`src/rtl/riscv_branch_predictor_if.sv`:
```
// riscv_branch_predictor_if: fetch lookup, MEM resolution and statistics bundle
interface riscv_branch_predictor_if #(parameter int CNT_W = 16);
  logic [31:0] pc_i;
  logic pred_taken_o;
  logic [31:0] pred_target_o;
  logic res_valid_i;
  logic [31:0] res_pc_i;
  logic [2:0] res_BranchOp_i;
  logic res_taken_i;
  logic [31:0] res_target_i;
  logic res_pred_taken_i;
  logic [31:0] res_pred_target_i;
  logic mispredict_o;
  logic flush_o;
  logic [31:0] redirect_pc_o;
  logic [CNT_W-1:0] br_cnt_o;
  logic [CNT_W-1:0] miss_cnt_o;
  modport master (
    output pc_i, res_valid_i, res_pc_i, res_BranchOp_i, res_taken_i, res_target_i,
           res_pred_taken_i, res_pred_target_i,
    input pred_taken_o, pred_target_o, mispredict_o, flush_o, redirect_pc_o,
          br_cnt_o, miss_cnt_o
  );
  modport slave (
    input pc_i, res_valid_i, res_pc_i, res_BranchOp_i, res_taken_i, res_target_i,
          res_pred_taken_i, res_pred_target_i,
    output pred_taken_o, pred_target_o, mispredict_o, flush_o, redirect_pc_o,
           br_cnt_o, miss_cnt_o
  );
endinterface

```
`src/rtl/riscv_branch_predictor.sv`:
```
// riscv_branch_predictor: direct-mapped BTB with 2-bit counters, MEM-stage mispredict detection and stats
module riscv_branch_predictor #(
  parameter int ENTRIES = 16,
  parameter int CNT_W = 16
) (
  input logic clk,
  input logic rst,
  riscv_branch_predictor_if.slave b
);
  localparam int IDX = $clog2(ENTRIES);
  localparam int TW = 30 - IDX;
  logic valid_q [ENTRIES];
  logic [TW-1:0] tag_q [ENTRIES];
  logic [31:0] target_q [ENTRIES];
  logic [1:0] ctr_q [ENTRIES];
  logic [CNT_W-1:0] br_cnt, miss_cnt;
  logic [IDX-1:0] idx, ridx;
  logic [TW-1:0] rtag;
  logic hit, rhit, ev, mis;
  // Fetch lookup against registered table state; forced to fall-through during reset
  always_comb begin
    idx = b.pc_i[IDX+1:2];
    hit = valid_q[idx] && tag_q[idx] == b.pc_i[31:IDX+2];
    b.pred_taken_o = !rst && hit && ctr_q[idx][1];
    b.pred_target_o = b.pred_taken_o ? target_q[idx] : b.pc_i + 32'd4;
  end
  // Resolution compare against the prediction that travelled with the instruction
  always_comb begin
    ridx = b.res_pc_i[IDX+1:2];
    rtag = b.res_pc_i[31:IDX+2];
    rhit = valid_q[ridx] && tag_q[ridx] == rtag;
    ev = !rst && b.res_valid_i && b.res_BranchOp_i != 3'b000;
    mis = ev && (b.res_taken_i != b.res_pred_taken_i ||
                 (b.res_taken_i && b.res_target_i != b.res_pred_target_i));
    b.mispredict_o = mis;
    b.flush_o = mis;
    b.redirect_pc_o = rst ? 32'd0 : b.res_taken_i ? b.res_target_i : b.res_pc_i + 32'd4;
    b.br_cnt_o = br_cnt;
    b.miss_cnt_o = miss_cnt;
  end
  // Table training and saturating statistics; a reset cycle swallows any event
  always_ff @(posedge clk) begin
    if (rst) begin
      for (int i = 0; i < ENTRIES; i++) begin
        valid_q[i] <= 1'b0;
        ctr_q[i] <= 2'b00;
      end
      br_cnt <= '0;
      miss_cnt <= '0;
    end else if (ev) begin
      if (br_cnt != '1) br_cnt <= br_cnt + CNT_W'(1);
      if (mis && miss_cnt != '1) miss_cnt <= miss_cnt + CNT_W'(1);
      if (b.res_BranchOp_i == 3'b001) begin
        valid_q[ridx] <= 1'b1;
        tag_q[ridx] <= rtag;
        target_q[ridx] <= b.res_target_i;
        ctr_q[ridx] <= 2'b11;
      end else if (b.res_BranchOp_i[2] && rhit) begin
        ctr_q[ridx] <= b.res_taken_i ? (ctr_q[ridx] == 2'b11 ? 2'b11 : ctr_q[ridx] + 2'd1)
                                     : (ctr_q[ridx] == 2'b00 ? 2'b00 : ctr_q[ridx] - 2'd1);
        if (b.res_taken_i) target_q[ridx] <= b.res_target_i;
      end else if (b.res_BranchOp_i[2] && b.res_taken_i) begin
        valid_q[ridx] <= 1'b1;
        tag_q[ridx] <= rtag;
        target_q[ridx] <= b.res_target_i;
        ctr_q[ridx] <= 2'b10;
      end
    end
  end
endmodule

```
`src/flat_wrapper.sv`:
```
// flat-port wrapper written by rule: the top's interface ports become plain ports
module riscv_branch_predictor_flat 
#(
  parameter int ENTRIES = 16,
  parameter int CNT_W = 16
)
  (clk, rst, b_pc_i, b_res_valid_i, b_res_pc_i, b_res_BranchOp_i, b_res_taken_i, b_res_target_i, b_res_pred_taken_i, b_res_pred_target_i, b_pred_taken_o, b_pred_target_o, b_mispredict_o, b_flush_o, b_redirect_pc_o, b_br_cnt_o, b_miss_cnt_o);
  riscv_branch_predictor_if #(.CNT_W(CNT_W)) b_i ();
  input logic clk;
  input logic rst;
  input wire logic [$bits(b_i.pc_i)-1:0] b_pc_i;
  input wire logic [$bits(b_i.res_valid_i)-1:0] b_res_valid_i;
  input wire logic [$bits(b_i.res_pc_i)-1:0] b_res_pc_i;
  input wire logic [$bits(b_i.res_BranchOp_i)-1:0] b_res_BranchOp_i;
  input wire logic [$bits(b_i.res_taken_i)-1:0] b_res_taken_i;
  input wire logic [$bits(b_i.res_target_i)-1:0] b_res_target_i;
  input wire logic [$bits(b_i.res_pred_taken_i)-1:0] b_res_pred_taken_i;
  input wire logic [$bits(b_i.res_pred_target_i)-1:0] b_res_pred_target_i;
  output wire logic [$bits(b_i.pred_taken_o)-1:0] b_pred_taken_o;
  output wire logic [$bits(b_i.pred_target_o)-1:0] b_pred_target_o;
  output wire logic [$bits(b_i.mispredict_o)-1:0] b_mispredict_o;
  output wire logic [$bits(b_i.flush_o)-1:0] b_flush_o;
  output wire logic [$bits(b_i.redirect_pc_o)-1:0] b_redirect_pc_o;
  output wire logic [$bits(b_i.br_cnt_o)-1:0] b_br_cnt_o;
  output wire logic [$bits(b_i.miss_cnt_o)-1:0] b_miss_cnt_o;
  assign b_i.pc_i = b_pc_i;
  assign b_i.res_valid_i = b_res_valid_i;
  assign b_i.res_pc_i = b_res_pc_i;
  assign b_i.res_BranchOp_i = b_res_BranchOp_i;
  assign b_i.res_taken_i = b_res_taken_i;
  assign b_i.res_target_i = b_res_target_i;
  assign b_i.res_pred_taken_i = b_res_pred_taken_i;
  assign b_i.res_pred_target_i = b_res_pred_target_i;
  assign b_pred_taken_o = b_i.pred_taken_o;
  assign b_pred_target_o = b_i.pred_target_o;
  assign b_mispredict_o = b_i.mispredict_o;
  assign b_flush_o = b_i.flush_o;
  assign b_redirect_pc_o = b_i.redirect_pc_o;
  assign b_br_cnt_o = b_i.br_cnt_o;
  assign b_miss_cnt_o = b_i.miss_cnt_o;
  riscv_branch_predictor #(.ENTRIES(ENTRIES), .CNT_W(CNT_W)) u_core (.clk(clk), .rst(rst), .b(b_i));
endmodule
```
`config.mk`:
```
export PLATFORM = sky130hd
export DESIGN_NAME = riscv_branch_predictor_flat
export DESIGN_NICKNAME = d
export VERILOG_FILES = /design/src/rtl/riscv_branch_predictor_if.sv /design/src/rtl/riscv_branch_predictor.sv /design/src/flat_wrapper.sv
export SDC_FILE = /design/constraint.sdc
export NUM_CORES = 1
export LEC_CHECK = 0
export BUFFER_PORTS_ARGS = -buffer_cell sky130_fd_sc_hd__buf_2
export CORE_MARGIN = 2
export CORE_UTILIZATION = 45
export CTS_CLUSTER_SIZE = 20
export DETAILED_ROUTE_END_ITERATION = 16
export PLACE_DENSITY = 0.72
export SLEW_MARGIN = 20
export SYNTH_ARGS = -nofsm -noshare
export SYNTH_HDL_FRONTEND = slang
export SYNTH_SLANG_ARGS = --single-unit
```
`constraint.sdc`:
```
create_clock -name clk -period 7.9 [get_ports clk]
set_input_delay 0.79 -clock clk [delete_from_list [all_inputs] [get_ports clk]]
set_output_delay 0.79 -clock clk [all_outputs]
set_load 0.05 [all_outputs]
```
# Yosys cells after proc, flatten, opt, wreduce, memory -nomap -nowiden

Memory sizes are Yosys's and may differ from the RTL's.
Cells that the tools add are included.

Bitwise logic cells: 6
Multiplexer cells: 41
Add/sub/neg operators: 6
Reductions and logical operators: 19
Eq/ne operators: 8

Operators with widths:

| kind                                                                  | number |
|---|---|
| 32-bit 2-to-1 mux                                                     | 5 |
| 32-bit by 3-bit adder with 32-bit output, second input constant       | 2 |
| 26-bit equality test                                                  | 2 |
| 16-bit by 1-bit adder with 16-bit output, second input constant       | 2 |
| 16-bit != test, second input constant                                 | 2 |
| 32-bit != test                                                        | 1 |
| 1-bit 2-to-1 mux                                                      | 27 |
| 26-bit 2-to-1 mux                                                     | 1 |
| 2-bit 2-to-1 mux                                                      | 6 |
| 1-bit logical AND                                                     | 11 |
| 4-bit 2-to-1 mux                                                      | 2 |
| 1-bit OR                                                              | 6 |
| 2-bit AND reduction                                                   | 2 |
| 3-bit by 1-bit equality test with 1-bit output, second input constant | 1 |
| 3-bit nonzero test                                                    | 1 |
| 2-bit by 1-bit adder with 2-bit output, second input constant         | 1 |
| 2-bit equality test, second input constant                            | 1 |
| 2-bit zero test                                                       | 1 |
| 2-bit OR reduction                                                    | 1 |
| 2-bit by 1-bit subtractor with 2-bit output, second input constant    | 1 |
| 1-bit zero test                                                       | 1 |
| 1-bit logical OR                                                      | 1 |
| 1-bit != test                                                         | 1 |
| 1-bit OR reduction                                                    | 1 |

Logic and storage cells: 86
Flip-flop bits (word level): 32
Input port bits: 136
Memories: 4
Bits in writable memories: 976
Output and inout bits: 99

Memories:

| memory          | words | width | rd ports | clocked after memory_dff | wr ports | line                         | RTL |
|---|---|---|---|---|---|---|---|
| u_core.target_q | 16    | 32    | 1        | 0                        | 1        | riscv_branch_predictor.sv:14 | `logic [31:0] target_q [ENTRIES];` |
| u_core.tag_q    | 16    | 26    | 2        | 0                        | 1        | riscv_branch_predictor.sv:13 | `logic [TW-1:0] tag_q [ENTRIES];` |
| u_core.ctr_q    | 16    | 2     | 2        | 0                        | 16       | riscv_branch_predictor.sv:15 | `logic [1:0] ctr_q [ENTRIES];` |
| u_core.valid_q  | 16    | 1     | 2        | 0                        | 16       | riscv_branch_predictor.sv:12 | `logic valid_q [ENTRIES];` |

# Longest topological paths before layout

An unclocked memory read counts as a cell.

Depth after elaboration: 13
Depth in mapped cells: 15
Depth with buffers taken out: 9

# Worst setup path before layout

OpenSTA, ideal clock, no wires.

Kind: input to register
Start: in b_res_pc_i[2]
End: mem u_core.tag_q[1][0] (netlist name) (enable)
Arrival time: 4.938 ns
Data required time: 7.458 ns
Setup time: 0.442 ns
Path buffers: 6
Path slack: 2.520 ns
Stages on the path: 13
Cells stage by stage: buf_4 buf_4 buf_2 mux4_2 mux2i_1 xnor2_1 nand2_1 and4b_1 and4bb_1 buf_4 buf_6 buf_2 nor3_1

Word-level cells in the longest chain between the ends: 10
Elaborated cells between the ends (all ways): 11
Classes of those cells: eq/ne: 1; mux: 5; bitwise: 1; reduce/logical: 2; memory: 2

RTL lines:

| what                                   | line                         | RTL |
|---|---|---|
| start: declaration                     | flat_wrapper.sv:13           | `input wire logic [$bits(b_i.res_pc_i)-1:0] b_res_pc_i;` |
| memory read 16 x 26 bit                | n/a                          |  |
| 26-bit equality test                   | riscv_branch_predictor.sv:31 | `rhit = valid_q[ridx] && tag_q[ridx] == rtag;` |
| 1-bit logical AND                      | riscv_branch_predictor.sv:31 |  |
| 1-bit logical AND                      | riscv_branch_predictor.sv:58 | `end else if (b.res_BranchOp_i[2] && rhit) begin` |
| 1-bit 2-to-1 mux                       | riscv_branch_predictor.sv:58 |  |
| 1-bit 2-to-1 mux                       | riscv_branch_predictor.sv:53 | `if (b.res_BranchOp_i == 3'b001) begin` |
| 1-bit 2-to-1 mux                       | riscv_branch_predictor.sv:50 | `end else if (ev) begin` |
| 1-bit 2-to-1 mux                       | riscv_branch_predictor.sv:43 | `if (rst) begin` |
| 1-bit 2-to-1 mux (implied by the code) | riscv_branch_predictor.sv:64 | `tag_q[ridx] <= rtag;` |
| 1-bit OR (no source line)              | n/a                          |  |
| end: declaration                       | riscv_branch_predictor.sv:13 |  |

Several ways; a longest one is shown, not always the timed one.

# Worst setup path after layout

Start: in b_pc_i[5]
End: out b_pred_target_o[31]

Word-level cells in the longest chain between the ends: 6
Elaborated cells between the ends (all ways): 10
Classes of those cells: add/sub: 1; eq/ne: 1; mux: 1; reduce/logical: 3; memory: 4

RTL lines:

| what                           | line                         | RTL |
|---|---|---|
| start: declaration             | flat_wrapper.sv:11           | `input wire logic [$bits(b_i.pc_i)-1:0] b_pc_i;` |
| memory read 16 x 26 bit        | n/a                          |  |
| 26-bit equality test           | riscv_branch_predictor.sv:23 | `hit = valid_q[idx] && tag_q[idx] == b.pc_i[31:IDX+2];` |
| 1-bit logical AND              | riscv_branch_predictor.sv:23 |  |
| 1-bit logical AND (2 in a row) | riscv_branch_predictor.sv:24 | `b.pred_taken_o = !rst && hit && ctr_q[idx][1];` |
| 32-bit 2-to-1 mux (*)          | riscv_branch_predictor.sv:25 | `b.pred_target_o = b.pred_taken_o ? target_q[idx] : b.pc_i + 32'd4;` |
| end: declaration               | flat_wrapper.sv:20           | `output wire logic [$bits(b_i.pred_target_o)-1:0] b_pred_target_o;` |

Every way passes the cells marked *; elsewhere a longest branch is shown, timed or not.

==> impl_metrics.yaml <==
route:
  finalWirelength_um: 142800
  routed_via_density: 6.588
  ant_nets: 0
  first_pass_iters: 5
  wl_per_cell_um: 32.73
  route.detailed.drc: 0
  drtIter0Drc: 4341
  num_vias: 28748
worst_hold_path:
  hold_class: "reg2reg"
timing:
  fin_crit_ns: 6.163
  final_hold_viol_count: 0
  relSlewSlack: 0.1968
  fin_skew_ns: 0.04797
  finalCritPeriodShare: 0.7801
  fmax_ghz: 0.1623
  fin_tns_setup_ns: 0
  slew_viol_final: 0
  rsz0062_at_grt: "no"
  setup_viol: 0
  tightest_slew_ns: 1.205
critical_path:
  critPathMostFrequentCell: "buf_4"
  slowest_stage: "buf_4"
  cp.required_ns: 7.11
  cp_cell_sequence: "buf_4 > buf_4 > mux4_2 > nor2b_1 > a211oi_1 > mux2i_1 > nand4_1 > nor4_2 > nand4_4 > buf_4 > mux2_2 > buf_2"
  cp-end-kind: "primary output"
  critPathMaxFanout: 43
  start_kind: "input port"
  cpPeakStageDelay_ns: 0.68
  critical_path_arrival_ns: 5.37
  critPathKind: "in2out"
power:
  ir_drop_mv: 0.1610
  leakagePower_nw: 17.45
  p_per_area_mw_per_mm2: 224.9
  power_mw: 11.81
clocking:
  clkLatencyLatePin_ns: 0.70
  cts_inserted_buffers: 102
  htreeDepth: 3
  ctsHoldBuffers: 0
  cts_tree: "built"
  cts_resized: 0
  clk_pin_slew_ns: 0.07
  ctsLongestPathBuffers: 3
  cts.sinks: 1008
  cts_setup_buffers: 0
  cts_root_buf: "clkbuf_16"
synthesis:
  syn-cell-area_sq_mm: 0.04639
  synthArstFlopShare: 0
  yosys.cell_types.count: 71
  synth_most_common_cell: "edfxtp_1"
  synth_seq_area_share: 0.6422
  ys_warn_count: 0
  yosys.area.top_type_share: 0.6214
  synthCells: 2687
  synth_area_leaders: "edfxtp_1, mux4_2, mux2i_1, dfxtp_1, xnor2_1"
  yosysTopAreaCell: "edfxtp_1"
  yosys-top-cells-count: "edfxtp_1, mux4_2, mux2i_1"
  avgSynthCellArea_sq_um: 17.26
  synth_edf_count: 960
  syn_nets: 2830
  synthFlopType: "edfxtp_1"
  ys_seq_elements: 1008
grt:
  antenna_found_initial: 26
  gr-usage-all-layers: 0.2661
  grt_overflow_total: 0
  grt_pass1_vias: 28382
  grt_max_degree: 116
  grt_pass1_wl_um: 202900
place:
  placed_area_sq_mm: 0.04907
  routabilityCongestion: 0.9444
  place_inst: 4171
  hpwl_um: 88400
  portBuffers: 234
floorplanning:
  die-height_um: 325.1
  io_pins: 235
  placementRows: 117
  start_util: 0.4546
  die_w_um: 325.1
  coreArea_sq_mm: 0.1020
  dieArea_sq_mm: 0.1057
finish:
  synthToLayoutAreaGrowth_pct: 13.19
  drive_above_1_share: 0.2946
  final_cells: 4364
  final_util: 0.5146
  nets: 3051
  final_area_sq_mm: 0.05251
run:
  drv_cap: 0
run_status:
  status: "completed"
[where the power goes]
part	leakage [nW]	switching (mW)	total [mW]	internal (mW)
sequential	9.04	0.0167	5.90	5.88
clock	1.62	2.09	4.86	2.77
combinational	6.80	0.678	1.05	0.368
total	17.5	2.79	11.8	9.02
[sequential cells by signal (all words and copies together) (netlist names)]
name	cells
u_core.tag_q	416
u_core.target_q	512
u_core.valid_q	16
u_core.ctr_q	32
u_core.b.br_cnt_o	16
u_core.b.miss_cnt_o	16
[layout make-up]
type,count,area [sq um]
Inverter,62,236.5
Timing Repair Buffer,296,1725
Clock buffer,118,2634
Clock inverter,69,735.7
Antenna cell,5,12.51
Multi-Input combinational cell,1438,15660
Fill cell,8107,49530
Sequential cell,1008,29790
Tap cell,1368,1712
[through the flow]
step           hold slack (ns)  setup slack [ns]
2_1_floorplan           0.4500             2.520
3_3_place_gp            0.4663             1.829
3_5_place_dp            0.4680             1.774
4_1_cts                 0.4756             1.775
5_1_grt                 0.5038             1.645
6_report                0.4812             1.737
[cell families after synthesis]
family                     count (synthesis)  share of synthesized area
and+or+nand+nor                          503                    0.05602
AOI/OAI and AO/OA                        254                    0.03827
buffers and inverters                    241                    0.02465
DFF                                     1008                     0.6422
muxes                                    539                     0.2115
xor gates and xnor gates                 134                    0.02530
adders and majority gates                  8                   0.002131
[layout by cell type, fill, tap and decap left out, drive strengths merged, types with 48 or more instances in the layout]
cell / synthesis / layout
nor2: 127 / 127
xnor2: 69 / 69
inv: 61 / 62
mux2: 51 / 51
xor2: 65 / 65
nand3: 67 / 67
clkbuf: 87 / 118
buf: 92 / 296
a22oi: 54 / 54
mux2i: 149 / 149
nand2: 92 / 92
dfxtp: 48 / 48
a21oi: 70 / 70
mux4: 339 / 339
clkinv: 1 / 51
edfxtp: 960 / 960
[final timing paths]
| kind | slack [ns] | cells after the start | to | startpoint |
|---|---|---|---|---|
| worst max register to register | 3.77 | 10 | u_core.tag_q[5][8] | u_core.valid_q[9] |
| worst min-delay path | 0.48 | 2 | u_core.valid_q[7] | u_core.valid_q[7] |
| worst max-delay path | 1.74 | 12 | b_pred_target_o[31] | b_pc_i[5] |
| worst min register to register | 0.48 | 2 | u_core.valid_q[7] | u_core.valid_q[7] |
[layer usage]
layer  global-route usage  vias up  wire length (um)  share of wire
met5             0.006341        -               244         0.0017
met4              0.08937       32              4826          0.034
met3              0.07641      346             18800           0.13
met2               0.4099     2119             65400           0.46
met1               0.3641    14825             53550           0.37
li1                     -    11426                 -              -
[critical path, delay by kind of cell]
family                 cells  cell delay (ns)
muxes                      3             1.13
AOI/OAI and AO/OA          1             0.65
and+or+nand+nor            4             0.82
buffers and inverters      4             1.89
No activity file was read; power rests on OpenSTA's default activity.
